`src/rtl/ms_timer.sv`:
```
// ms_timer: millisecond countdown timer with one-cycle done and ms_tick pulses.
// Priority on each edge is abort > start > hold > normal count.
module ms_timer #(
    parameter int CLK_FREQ_HZ = 5000000,
    parameter int CNT_W       = 16
) (
    input  logic             i_clk,
    input  logic             i_rst_n,
    input  logic             i_start,
    input  logic [CNT_W-1:0] i_dur_ms,
    input  logic             i_abort,
    input  logic             i_hold,
    output logic             o_busy,
    output logic             o_done,
    output logic             o_ms_tick,
    output logic [CNT_W-1:0] o_remain_ms
);
    localparam int TICKS_PER_MS = CLK_FREQ_HZ / 1000;
    localparam int PW           = $clog2(TICKS_PER_MS);
    localparam logic [0:0] S_IDLE = 1'b0;
    localparam logic [0:0] S_RUN  = 1'b1;

    logic [0:0]       r_state;
    logic [PW-1:0]    r_presc;
    logic [CNT_W-1:0] r_remain;
    logic             r_done;
    logic             r_tick;
    logic             w_ms_end;

    assign w_ms_end    = r_presc == PW'(TICKS_PER_MS - 1);
    assign o_busy      = r_state == S_RUN;
    assign o_done      = r_done;
    assign o_ms_tick   = r_tick;
    assign o_remain_ms = r_remain;

    always_ff @(posedge i_clk or negedge i_rst_n) begin
        if (!i_rst_n) begin
            r_state  <= S_IDLE;
            r_presc  <= '0;
            r_remain <= '0;
            r_done   <= 1'b0;
            r_tick   <= 1'b0;
        end else begin
            r_done <= 1'b0;
            r_tick <= 1'b0;
            if (i_abort) begin
                r_state  <= S_IDLE;
                r_presc  <= '0;
                r_remain <= '0;
            end else if (i_start) begin
                // a zero duration expires immediately, from IDLE or as a restart
                r_presc  <= '0;
                r_remain <= i_dur_ms;
                r_state  <= (i_dur_ms != '0) ? S_RUN : S_IDLE;
                r_done   <= i_dur_ms == '0;
            end else if (r_state == S_RUN && !i_hold) begin
                r_presc <= w_ms_end ? '0 : r_presc + 1'b1;
                if (w_ms_end) begin
                    r_remain <= r_remain - 1'b1;
                    r_tick   <= 1'b1;
                    if (r_remain == CNT_W'(1)) begin
                        r_state <= S_IDLE;
                        r_done  <= 1'b1;
                    end
                end
            end
        end
    end
endmodule

```
`config.mk`:
```
export PLATFORM = sky130hd
export DESIGN_NAME = ms_timer
export DESIGN_NICKNAME = d
export VERILOG_FILES = /design/src/rtl/ms_timer.sv
export SDC_FILE = /design/constraint.sdc
export NUM_CORES = 1
export LEC_CHECK = 0
export CAP_MARGIN = 10
export CORE_MARGIN = 2
export CORE_UTILIZATION = 52
export CTS_CLUSTER_SIZE = 20
export DETAILED_ROUTE_END_ITERATION = 10
export GPL_ROUTABILITY_DRIVEN = 0
export PLACE_DENSITY = 0.77
export SYNTH_ARGS = -nofsm -noshare
export SYNTH_HDL_FRONTEND = slang
export SYNTH_SLANG_ARGS = --single-unit
```
`constraint.sdc`:
```
create_clock -name i_clk -period 2.6 [get_ports i_clk]
set_input_delay 0.26 -clock i_clk [delete_from_list [all_inputs] [get_ports i_clk]]
set_output_delay 0.26 -clock i_clk [all_outputs]
set_load 0.02 [all_outputs]
```
* Yosys cells after proc, flatten, opt, wreduce, memory -nomap -nowiden *
Cells that the tools add are included.

cells by class
  reduce and logical (&&, ||, !) cells = 9
  eq/ne operators = 2
  muxes and demuxes = 23
  $add $sub $neg = 2

operators by type and width
  kind                                                  count
  two-way mux 16 bit                                    4
  two-way mux 13 bit                                    4
  equality test 16 x 1 -> 1 bit, second input constant  1
  logical NOT 16 bit                                    1
  nonzero test 16 bit                                   1
  subtractor 16 x 1 -> 16 bit, second input constant    1
  two-way mux 1 bit                                     15
  adder 13 x 1 -> 13 bit, second input constant         1
  equality test 13 bit, second input constant           1
  nonzero test 3 bit                                    3
  AND reduction 3 bit                                   1
  AND reduction 2 bit                                   1
  logical AND 1 bit                                     1
  logical NOT 1 bit                                     1

storage, ports and cells
  flip-flop bits (word level) = 32
  logic and storage cells = 41
  input bits = 21

* Logic depth before layout (Yosys ltp) *
  depth in word-level cells = 6
  gate-level depth with buffers = 6
  mapped depth without buffers = 5

* Worst setup path after synthesis *
No wires, ideal clock.

  path type = register to register
  from = reg r_remain[9], in the netlist o_remain_ms[9]
  to = reg r_remain[15], in the netlist o_remain_ms[15]
  slack = 321 ps
  data arrival time = 2155 ps
  clock period less this slack = 2279 ps
  data required time = 2476 ps
  stages on the path, launching flop included = 6
  cells stage by stage = dfrtp_1 or4_1 buf_2 or4_4 o31a_1 o31a_1

between the ends
  word-level cells in the longest chain between the ends = 5

ends and longest elaborated chain
  element                      line  source
  start: declaration           25    logic [CNT_W-1:0] r_remain;
  start signal: assignment     53    r_remain <= i_dur_ms;
  start signal: assignment     59    r_remain <= r_remain - 1'b1;
  subtractor 16 x 1 -> 16 bit  59
  two-way mux 16 bit           58    if (w_ms_end) begin
  two-way mux 16 bit           56    end else if (r_state == S_RUN && !i_hold) begin
  two-way mux 16 bit           50    end else if (i_start) begin
  two-way mux 16 bit           46    if (i_abort) begin

No other way between the ends. The select of a mux whose other input is x is not followed.
A chain may end at the register's enable or synchronous reset.

* Worst setup path in the final report *
  from = reg r_remain[7], in the netlist o_remain_ms[7]
  to = reg r_state, in the netlist o_busy

between the ends
  word-level cells in the longest chain between the ends = 3

ends and longest elaborated chain
  element                        line  source
  equality test 16 x 1 -> 1 bit  61    if (r_remain == CNT_W'(1)) begin
  nonzero test 3 bit (no line)   n/a
  AND reduction 3 bit (no line)  n/a
  end signal: assignment         54    r_state <= (i_dur_ms != '0) ? S_RUN : S_IDLE;
  end: declaration               23    logic [0:0] r_state;

No other way between the ends.

==> flow_summary.toml <==
[run_status]
outcome = "complete, no violations"

[clocking]
clkSinkCount = 32
clock_latency_ns = 0.29
cts_made_buffers = 5
clk_pin_slew_ns = 0.07
htree_levels = 2
cts_tree = "done"
cts_buffer_depth = 2
holdBufCountCts = 0
ctsResizeCount = 0
cts_root_buf = "clkbuf_8"
cts_setup_buffers = 0

[power_and_ir_drop]
vdd.ir_drop.worst_v = 0.0003118
p_leak_nw = 1.026
pwr_density_cell_mw_per_mm2 = 470.9

[logic_synthesis]
post_synth.cell_area_avg_sq_um = 8.801
ys_seq_elements = 32
synth_top_family_by_area = "simple AND/OR/NAND/NOR gates"
async_reset_ff_share_pct = 100.0
yosys.area_share.simple_pct = 32.11
synth_compound_gate_area_share_pct = 19.58
synth-edff-count = 0
yosys_warnings = 0
synth.net_count = 260
ys_types = 49
synthMuxAreaShare_pct = 1.024
synth_fa_ha_area_share_pct = 1.807
synth_xor_area_share_pct = 2.530
synth_area_sq_mm = 0.002077
synth_cells = 236
ys_seq_area_share_pct = 38.55
synth_flop_cell = "dfrtp_1"

[finish]
stdcell_count = 328
fin_area_sq_mm = 0.002660
nets = 303
final_common_cell = "clkdlybuf4s50_1"
layout-area-overhead-vs-synth_pct = 28.07
fill_cells = 319
diodes = 0
layout_common_cells = "clkdlybuf4s50_1, dfrtp_1, nor2_1, nor4_1"
drive_above_1_share_pct = 9.286

[timing]
fin_skew_ns = 0.01034
maxSlewViolCount = 0
max_freq_mhz = 425.6
period_share_pct = 90.36
hold_viol_final = 0
period_needed_ns = 2.349
rsz0062_at_grt = "false"
setup_viol = 0
fin_setup_tns_ns = 0
worstMarginPinSlew_ns = 0.5359
slew_headroom_pct = 63.95

[setup_path]
path_max_fanout = 8
r2r_slack_ns = 0.25
cp-end-kind = "register"
r2r-start = "o_remain_ms[7]$_DFFE_PN0P_"
arrival_ns = 2.49
worstSetupStartpointType = "register"
criticalPathCategory = "reg -> reg"
worst-r2r-cell-count = 4
r2r-end = "o_busy$_DFFE_PN0P_"
crit_start = "o_remain_ms[7]$_DFFE_PN0P_"
required_ns = 2.74
cp-endpoint = "o_busy$_DFFE_PN0P_"

[placed_design]
placed_area_sq_mm = 0.002552
dp.cells = 320
hpwl_um = 4306
port-buffer-count = 39

[grt]
grt_pass1_wl_um = 9798
globalRouteOverflowTotal = 0
antenna_found_initial = 0
grt_pass1_vias = 1960
grt_max_degree = 33
gr-usage-all-layers_pct = 29.25

[floorplanning]
core_area_sq_mm = 0.003744
die_h_um = 67.20
rows = 22
start_util_pct = 55.48
die_w_um = 67.20
io_pins = 40
die_area_sq_mm = 0.004516

[route]
wire_per_inst_um = 18.29
num_vias = 2152
drc = 0
ant_nets = 0
via_per_inst = 6.561
drt-total-wl_um = 5999
drt_pass1_iterations = 5
drt_iter0_drc = 337

[flow_run]
cap_violations = 0

[worst_hold_path]
min_path_type = "in -> async"
-- power by group --
part	switching, W	internal (W)
Clock	0.000194	0.000284
Sequential	0.0000263	0.000517
Combinational	0.000123	0.000108
-- metrics by stage --
step	worst slack (ns)	hold slack (ns)	util, %	power (W)
floorplan	0.3215	-0.03559	-	0.0006619
global placement	0.3182	0.5226	68.18	0.0007782
detailed placement	0.2534	0.5360	68.18	0.0007793
CTS	0.2731	0.3939	71.06	0.001250
global route	0.1084	0.4347	71.06	0.001293
finish	0.2506	0.3671	71.06	0.001253
-- cell type report --
cell class	instances	area [sq um]	share of cell area, %
Sequential cell	32	800.8	30.10
Multi-Input combinational cell	180	1185	44.54
Timing Repair Buffer	49	465.4	17.50
Tap cell	48	60.06	2.258
Inverter	11	41.29	1.552
Clock buffer	6	72.57	2.728
Clock inverter	2	35.03	1.317
-- metal layers --
layer	part of all wire, %	track usage [%]	up-vias
met5	0	0	-
met4	1.2	7.908	0
met3	9.4	5.500	10
met2	45	43.32	113
met1	44	43.76	1017
li1	-	-	1012
-- worst max-delay path: stages, from the launching register on --
cell     delay, ns
dfrtp_1       0.42
or4_1         0.66
or4_4         0.59
nor4_1        0.41
o22ai_1       0.13
-- cells by family after synthesis --
| family | Yosys count |
|---|---|
| AND/OR/NAND/NOR | 114 |
| AO/OA/AOI/OAI | 55 |
| flip-flops | 32 |
| buffers and inverters | 24 |
| XOR/XNOR | 6 |
| adder cells (fa/ha/maj) | 3 |
| multiplexers | 2 |
-- flip-flops by register name (all words and copies together), names as in the netlist --
register	count
o_ms_tick	1
o_done	1
o_remain_ms	16
o_busy	1
r_presc	13
-- cell usage after synthesis, types with 2 or more instances --
| master | count | area (sq um) |
|---|---|---|
| nor2b_1 | 4 | 25.02 |
| and4_1 | 2 | 17.52 |
| nor3_1 | 7 | 35.03 |
| nand2_1 | 11 | 41.29 |
| xor2_1 | 4 | 35.03 |
| clkbuf_1 | 12 | 45.04 |
| a211oi_1 | 2 | 15.01 |
| o2111ai_1 | 2 | 17.52 |
| o21a_1 | 3 | 22.52 |
| or3_1 | 9 | 56.30 |
| nand3_1 | 10 | 50.05 |
| a2111oi_0 | 4 | 35.03 |
| or4_1 | 9 | 67.56 |
| xnor2_1 | 2 | 17.52 |
| ha_1 | 3 | 37.54 |
| o21ai_0 | 5 | 25.02 |
| o31a_1 | 5 | 43.79 |
| or4b_1 | 2 | 20.02 |
| or2_2 | 5 | 31.28 |
| a21oi_1 | 9 | 45.04 |
| a311oi_1 | 6 | 52.55 |
| nand4_1 | 7 | 43.79 |
| o31ai_1 | 4 | 30.03 |
| o211ai_1 | 2 | 15.01 |
| nor2_1 | 23 | 86.33 |
| inv_1 | 11 | 41.29 |
| and3_1 | 4 | 25.02 |
| a31oi_1 | 4 | 25.02 |
| nor4_1 | 12 | 75.07 |
| nand2b_1 | 2 | 12.51 |
| a41oi_1 | 2 | 17.52 |
| dfrtp_1 | 32 | 800.8 |
-- worst min path at each step --
stage | depth (start not counted) | start | slack (ns) | to
5_1_grt | 2 | i_rst_n | 0.43 | o_remain_ms[9]$_DFFE_PN0P_
6_report | 2 | i_rst_n | 0.37 | o_remain_ms[10]$_DFFE_PN0P_
3_3_place_gp | 1 | r_presc[12]$_DFFE_PN0P_ | 0.52 | r_presc[12]$_DFFE_PN0P_
2_1_floorplan | 0 | i_rst_n | -0.04 | o_busy$_DFFE_PN0P_
4_1_cts | 2 | i_rst_n | 0.39 | o_remain_ms[4]$_DFFE_PN0P_
3_5_place_dp | 1 | r_presc[12]$_DFFE_PN0P_ | 0.54 | r_presc[12]$_DFFE_PN0P_
No activity file was read; power rests on OpenSTA's default activity.
